**config.mk**
```make
export PLATFORM = sky130hd
export DESIGN_NAME = credit_sender
export DESIGN_NICKNAME = d
export VERILOG_FILES = /design/src/rtl/credit_sender_pkg.sv /design/src/rtl/credit_counter.sv /design/src/rtl/credit_sender.sv
export SDC_FILE = /design/constraint.sdc
export NUM_CORES = 1
export LEC_CHECK = 0
export ABC_AREA = 1
export BUFFER_PORTS_ARGS = -buffer_cell sky130_fd_sc_hd__buf_2
export CAP_MARGIN = 40
export CORE_MARGIN = 4
export CORE_UTILIZATION = 42
export DETAILED_ROUTE_END_ITERATION = 16
export PLACE_DENSITY = 0.82
export SLEW_MARGIN = 20
export SYNTH_ARGS = -nofsm -noshare
export SYNTH_HDL_FRONTEND = slang
export SYNTH_HIERARCHICAL = 1
export SYNTH_SLANG_ARGS = --single-unit
export TNS_END_PERCENT = 50
```
**constraint.sdc**
```tcl
create_clock -name clk -period 2.1 [get_ports clk]
set_input_delay 0.105 -clock clk [delete_from_list [all_inputs] [get_ports clk]]
set_output_delay 0.105 -clock clk [all_outputs]
set_load 0.02 [all_outputs]
```
**src/rtl/credit_sender_pkg.sv**
```systemverilog
// Shared helpers for credit-based push senders and their counters.
package credit_sender_pkg;

  // Bits needed to represent every value in 0..n (at least one bit).
  function automatic int cnt_w(input int n);
    return (n < 1) ? 1 : $clog2(n + 1);
  endfunction

endpackage

```
**src/rtl/credit_counter.sv**
```systemverilog
// Credit counter: loads MAX on reset, takes one credit per dec, adds up to RET_MAX
// returned credits per cycle, saturates at MAX and flags overflow until reset.
module credit_counter
  import credit_sender_pkg::*;
#(
  parameter int MAX     = 4,
  parameter int RET_MAX = 1,
  localparam int CW     = cnt_w(MAX),
  localparam int RW     = cnt_w(RET_MAX)
) (
  input  logic          clk,
  input  logic          rst_n,
  input  logic          dec,
  input  logic [RW-1:0] inc,
  output logic [CW-1:0] count,
  output logic          err
);

  // Wide enough for count + inc before saturation, so the sum never wraps.
  localparam int NW = cnt_w(MAX + RET_MAX);
  localparam logic [NW-1:0] MAX_N = NW'(MAX);

  logic [NW-1:0] sum_p0;
  logic          ovf_p0;
  logic          unf_p0;

  function automatic logic [CW-1:0] sat(input logic [NW-1:0] v);
    return (v > MAX_N) ? CW'(MAX) : v[CW-1:0];
  endfunction

  assign sum_p0 = NW'(count) + NW'(inc) - NW'(dec);
  assign ovf_p0 = (sum_p0 > MAX_N);
  assign unf_p0 = dec && (count == '0);

  // p0 -> p1: count register
  always_ff @(posedge clk) begin
    if (!rst_n) begin
      count <= CW'(MAX);
      err   <= 1'b0;
    end else begin
      count <= sat(sum_p0);
      err   <= err | ovf_p0;
    end
  end

  always_ff @(posedge clk) begin
    if (rst_n) begin
      assert (!ovf_p0) else $warning("credit_counter: credit overflow, count saturated");
      assert (!unf_p0) else $error("credit_counter: credit underflow");
    end
  end

endmodule

```
**src/rtl/credit_sender.sv**
```systemverilog
// Producer side of a credit-based push channel: accepts valid/ready traffic and
// pushes it to a remote buffer only while it holds a credit for a free entry.
module credit_sender
  import credit_sender_pkg::*;
#(
  parameter int WIDTH   = 32,
  parameter int CREDITS = 4,
  parameter int RET_MAX = 1,
  parameter int REG_OUT = 1,
  localparam int CW     = cnt_w(CREDITS),
  localparam int RW     = cnt_w(RET_MAX)
) (
  input  logic             clk,
  input  logic             rst_n,
  input  logic             IN_valid,
  input  logic [WIDTH-1:0] IN_data,
  output logic             OUT_ready,
  output logic             OUT_valid,
  output logic [WIDTH-1:0] OUT_data,
  input  logic [RW-1:0]    IN_creditRet,
  output logic [CW-1:0]    OUT_credits,
  output logic             OUT_creditErr
);

  logic accept_p0;

  // Ready comes only from the credit register, keeping the upstream path short.
  assign OUT_ready = (OUT_credits != '0);
  assign accept_p0 = IN_valid && OUT_ready;

  credit_counter #(
    .MAX     (CREDITS),
    .RET_MAX (RET_MAX)
  ) u_counter (
    .clk   (clk),
    .rst_n (rst_n),
    .dec   (accept_p0),
    .inc   (IN_creditRet),
    .count (OUT_credits),
    .err   (OUT_creditErr)
  );

  generate
    if (REG_OUT != 0) begin : g_reg
      logic             vld_p1;
      logic [WIDTH-1:0] data_p1;

      // p0 -> p1: registered push; data only loads on accept
      always_ff @(posedge clk) begin
        if (!rst_n) begin
          vld_p1  <= 1'b0;
          data_p1 <= '0;
        end else begin
          vld_p1 <= accept_p0;
          if (accept_p0) data_p1 <= IN_data;
        end
      end

      assign OUT_valid = vld_p1;
      assign OUT_data  = data_p1;
    end else begin : g_comb
      assign OUT_valid = accept_p0;
      assign OUT_data  = IN_data;
    end
  endgenerate

endmodule

```
==> report_table.html <==
<table>
<tr><th>Metric</th><th>Value</th></tr>
<tr><th colspan="2">Synth</th></tr>
<tr><td>YS warnings</td><td>6</td></tr>
<tr><td>Post-synthesis net count</td><td>285</td></tr>
<tr><td>Mapped cell area</td><td>0.00173 mm2</td></tr>
<tr><td>Register bit count reported by yosys</td><td>37</td></tr>
<tr><td>Simple-gate share of the synthesized area</td><td>29.6%</td></tr>
<tr><td>Compound-gate portion of the synthesized area</td><td>9.54%</td></tr>
<tr><td>Dominant combinational cell family by area after synthesis</td><td>simple AND/OR/NAND/NOR gates</td></tr>
<tr><td>Adder-Cell Fraction of Synth Area</td><td>2.60%</td></tr>
<tr><td>Sequential-to-total area share from yosys stat</td><td>42.8%</td></tr>
<tr><td>Post-Synth XOR/XNOR Area</td><td>0%</td></tr>
<tr><td>Gate count after technology mapping</td><td>246</td></tr>
<tr><td>Yosys cell types</td><td>14</td></tr>
<tr><td>Per-instance average area after synthesis</td><td>7.03 um2</td></tr>
<tr><td>Fraction of synthesized area in multiplexers</td><td>0%</td></tr>
<tr><th colspan="2">STA</th></tr>
<tr><td>Post-route setup slack</td><td>0.138 ns</td></tr>
<tr><td>Tmin final</td><td>1.96 ns</td></tr>
<tr><td>Achievable Freq</td><td>510 MHz</td></tr>
<tr><td>Hold_ws</td><td>0.106 ns</td></tr>
<tr><td>Worst slew slack as a fraction of its limit</td><td>55.5%</td></tr>
<tr><td>Pin slew with the least headroom to its limit</td><td>0.667 ns</td></tr>
<tr><td>RSZ-0062 raised after global routing</td><td>false</td></tr>
<tr><td>Share of the cycle needed by the critical path after routing</td><td>93.4%</td></tr>
<tr><td>Final slew viol count</td><td>0</td></tr>
<tr><td>Setup Viol. Count Final</td><td>0</td></tr>
<tr><td>Worst clock skew on the final layout</td><td>0.00707 ns</td></tr>
<tr><td>Setup total negative slack</td><td>0 ns</td></tr>
<tr><td>Total count of hold-check failures in the final report</td><td>0</td></tr>
<tr><th colspan="2">Min path</th></tr>
<tr><td>Path type of the worst min-delay path</td><td>in2reg</td></tr>
<tr><td>Number of stages on the worst hold path</td><td>3</td></tr>
<tr><th colspan="2">Setup path</th></tr>
<tr><td>List of cells traversed by the critical path</td><td>nor2_4 -&gt; nand2_2 -&gt; nand2_2 -&gt; inv_2 -&gt; ha_4 -&gt; inv_2 -&gt; ha_2 -&gt; inv_1 -&gt; fa_2 -&gt; nand2_1 -&gt; nand3_1 -&gt; a21oi_1</td></tr>
<tr><td>Data arrival time of the critical path</td><td>2.14 ns</td></tr>
<tr><td>Worst path required time</td><td>2.27 ns</td></tr>
<tr><td>Crit-path leading delay family</td><td>adder cells</td></tr>
<tr><td>Type of element capturing the critical path</td><td>flop</td></tr>
<tr><td>Type of element launching the critical path</td><td>flop</td></tr>
<tr><td>WS Path Type</td><td>reg2reg</td></tr>
<tr><td>Worst Reg-to-Reg Cells</td><td>12</td></tr>
<tr><td>Combined buffer and inverter count along the critical path</td><td>3</td></tr>
<tr><td>Logic depth of the worst setup path including buffers</td><td>12</td></tr>
<tr><td>Critical path's slowest cell</td><td>sky130_fd_sc_hd__fa_2</td></tr>
<tr><td>Peak fanout along the critical path</td><td>4</td></tr>
<tr><td>CP peak stage delay</td><td>0.59 ns</td></tr>
<tr><th colspan="2">CTS</th></tr>
<tr><td>CTS HTree Levels</td><td>2</td></tr>
<tr><td>Number of buffers added by the clock tree synthesis step</td><td>5</td></tr>
<tr><td>Reg clk slew, reported paths</td><td>0.07 ns</td></tr>
<tr><td>CTS tree</td><td>built</td></tr>
<tr><td>Maximum count of clock buffers along a single path</td><td>2</td></tr>
<tr><td>Number of clock sinks</td><td>37</td></tr>
<tr><td>Clock Latency Late Sink</td><td>0.28 ns</td></tr>
<tr><td>Count of hold-fix buffers inserted at cts</td><td>0</td></tr>
<tr><td>Cell chosen for the clock root</td><td>sky130_fd_sc_hd__clkbuf_8</td></tr>
<tr><th colspan="2">Final layout</th></tr>
<tr><td>Area delta synth-&gt;final</td><td>27.0%</td></tr>
<tr><td>Most common cell after layout, fill and taps aside</td><td>sky130_fd_sc_hd__buf_2</td></tr>
<tr><td>Number of diodes added for antenna fixing</td><td>0</td></tr>
<tr><td>Final nets</td><td>350</td></tr>
<tr><td>Commonest cells after routing, fill and taps aside</td><td>sky130_fd_sc_hd__buf_2 (73), sky130_fd_sc_hd__inv_1 (42), sky130_fd_sc_hd__nand2_1 (38)</td></tr>
<tr><td>FF+latch area</td><td>747 um2</td></tr>
<tr><td>Layout cells sized above 1</td><td>33.3%</td></tr>
<tr><td>Total area of multi-input combinational cells</td><td>754 um2</td></tr>
<tr><td>Filler instances</td><td>409</td></tr>
<tr><td>Layout Cells excl Fill</td><td>362</td></tr>
<tr><th colspan="2">Die</th></tr>
<tr><td>Effective utilization at floorplan</td><td>43.3%</td></tr>
<tr><td># rows</td><td>23</td></tr>
<tr><td>Core area</td><td>0.00400 mm2</td></tr>
<tr><td>Die area</td><td>0.00521 mm2</td></tr>
<tr><td>I/O pin count</td><td>74</td></tr>
<tr><td>DIE HEIGHT</td><td>72.2 um</td></tr>
<tr><td>Die Width</td><td>72.2 um</td></tr>
<tr><th colspan="2">Route</th></tr>
<tr><td>DRC viols</td><td>0</td></tr>
<tr><td>Via count normalized by instance count</td><td>4.51</td></tr>
<tr><td>Number of iterations in the first detailed-routing pass</td><td>4</td></tr>
<tr><td>Wire length per cell after detailed routing</td><td>10.6 um</td></tr>
<tr><td>Starting DRT DRC Count</td><td>90</td></tr>
<tr><td>Total wire length</td><td>3830 um</td></tr>
<tr><td>Number of nets with antenna violations after detailed routing</td><td>0</td></tr>
<tr><td>Vias</td><td>1631</td></tr>
<tr><th colspan="2">Place</th></tr>
<tr><td>Routability Congestion</td><td>0.773</td></tr>
<tr><td>Pre-CTS setup slack</td><td>0.0527 ns</td></tr>
<tr><td>Inst Count DP</td><td>353</td></tr>
<tr><td>Input/output buffers</td><td>73</td></tr>
<tr><td>HPWL after detailed placement</td><td>2540 um</td></tr>
<tr><th colspan="2">Run status</th></tr>
<tr><td>Result of the run</td><td>finished, final reports clean</td></tr>
<tr><th colspan="2">Global routing</th></tr>
<tr><td>Number of global-route vias before repair</td><td>1469</td></tr>
<tr><td>Met3 Usage GRT</td><td>4.02%</td></tr>
<tr><td>Global-route met2 utilization</td><td>25.2%</td></tr>
<tr><td>Global-route wire length before repair</td><td>6310 um</td></tr>
<tr><td>Global route overflow</td><td>0</td></tr>
<tr><td>Met1 usage</td><td>18.3%</td></tr>
<tr><td>Pin count of the biggest net entering global routing</td><td>66</td></tr>
<tr><td>Initial antenna violation count</td><td>0</td></tr>
<tr><td>Global routing usage summed across all routing layers</td><td>14.9%</td></tr>
<tr><td>Gr busiest metal</td><td>met2</td></tr>
<tr><th colspan="2">Pwr</th></tr>
<tr><td>Switching share of power</td><td>40.9%</td></tr>
<tr><td>Power density cells</td><td>1180 mW/mm2</td></tr>
<tr><td>Design internal power</td><td>0.00153 W</td></tr>
<tr><td>Peak ir drop on the vdd network</td><td>0.851 mV</td></tr>
<tr><td>Clock power share</td><td>17.8%</td></tr>
<tr><td>Register share of total power</td><td>37.2%</td></tr>
<tr><td>Power dissipated by switching net loads</td><td>0.00106 W</td></tr>
<tr><td>Leakage power figure</td><td>1.26 nW</td></tr>
<tr><td>Combinational power share</td><td>45.0%</td></tr>
<tr><th colspan="2">Job</th></tr>
<tr><td>Max-cap violations</td><td>0</td></tr>
</table>
[sequential cells by signal (all words and copies together) (netlist names)]
signal           count
OUT_valid            1
OUT_data            32
u_counter/err        1
u_counter/count      3
[per-layer routing]
layer  part of all wire (%)  vias to the layer above
met2                     47                       47
met5                      0                        -
met1                     45                      703
met3                    7.2                        5
met4                   0.89                        0
li1                       -                      876
[final timing paths]
check | to | slack [ns] | from
setup / recovery | u_counter/err | 0.14 | u_counter/count[1]
hold / removal | OUT_valid | 0.11 | IN_valid
setup reg to reg | u_counter/err | 0.14 | u_counter/count[1]
hold reg to reg | u_counter/err | 0.45 | u_counter/err
[final cells by class]
class | instances | area share (%)
Timing Repair Buffer | 76 | 17.7
Sequential cell | 37 | 34.0
Multi-Input combinational cell | 147 | 34.3
Clock buffer | 8 | 3.64
Tap cell | 50 | 2.85
Inverter | 44 | 7.52
[power groups by stage]
stage	Clock, W	Sequential, W	Combinational, W
finish	0.000459	0.000962	0.00116
global route	0.000508	0.000986	0.00131
CTS	0.000478	0.000958	0.00110
detailed placement	0	0.000971	0.00110
global placement	0	0.000965	0.00107
floorplan	0	0.00116	0.000648
[through the flow]
step                utilization, %  total power (W)  cell area, um2
detailed placement            52.0          0.00207            2080
global placement              52.0          0.00203            2080
global route                  54.9          0.00281            2200
finish                        54.9          0.00259            2200
floorplan                        -          0.00181            1740
CTS                           54.0          0.00254            2160
[cell families after synthesis]
logic type	after synthesis
AND/OR/NAND/NOR	111
buffers and inverters	62
flip-flops	37
AO/OA/AOI/OAI	33
adder cells (fa/ha/maj)	3
[cell usage after synthesis (all sizes together)]
library cell | n | share of area [%]
nand2 | 41 | 9.0
dfxtp | 37 | 43
nand3 | 34 | 13
inv | 44 | 9.5
clkbuf | 4 | 0.87
nor2 | 36 | 7.8
fa | 1 | 1.2
buf | 14 | 5.1
a21oi | 33 | 9.5
ha | 2 | 1.4
[worst reg2reg max path, cell delays in order (launching register included)]
cell and delay (ns):
sky130_fd_sc_hd__dfxtp_4 0.36, sky130_fd_sc_hd__nor2_4 0.10, sky130_fd_sc_hd__nand2_2 0.06, sky130_fd_sc_hd__nand2_2 0.07, sky130_fd_sc_hd__inv_2 0.04, sky130_fd_sc_hd__ha_4 0.20, sky130_fd_sc_hd__inv_2 0.04, sky130_fd_sc_hd__ha_2 0.14
sky130_fd_sc_hd__inv_1 0.06, sky130_fd_sc_hd__fa_2 0.59, sky130_fd_sc_hd__nand2_1 0.06, sky130_fd_sc_hd__nand3_1 0.07, sky130_fd_sc_hd__a21oi_1 0.06
[repair_timing]
| item | 4_1_cts | 5_1_grt |
|---|---|---|
| endpoints found under the hold margin | 0 | 0 |
| buffers inserted | 0 | 1 |
| endpoints found under the setup margin | 0 | 4 |
| gates resized for setup | 0 | 9 |
Power figures use the tool's default switching activity.
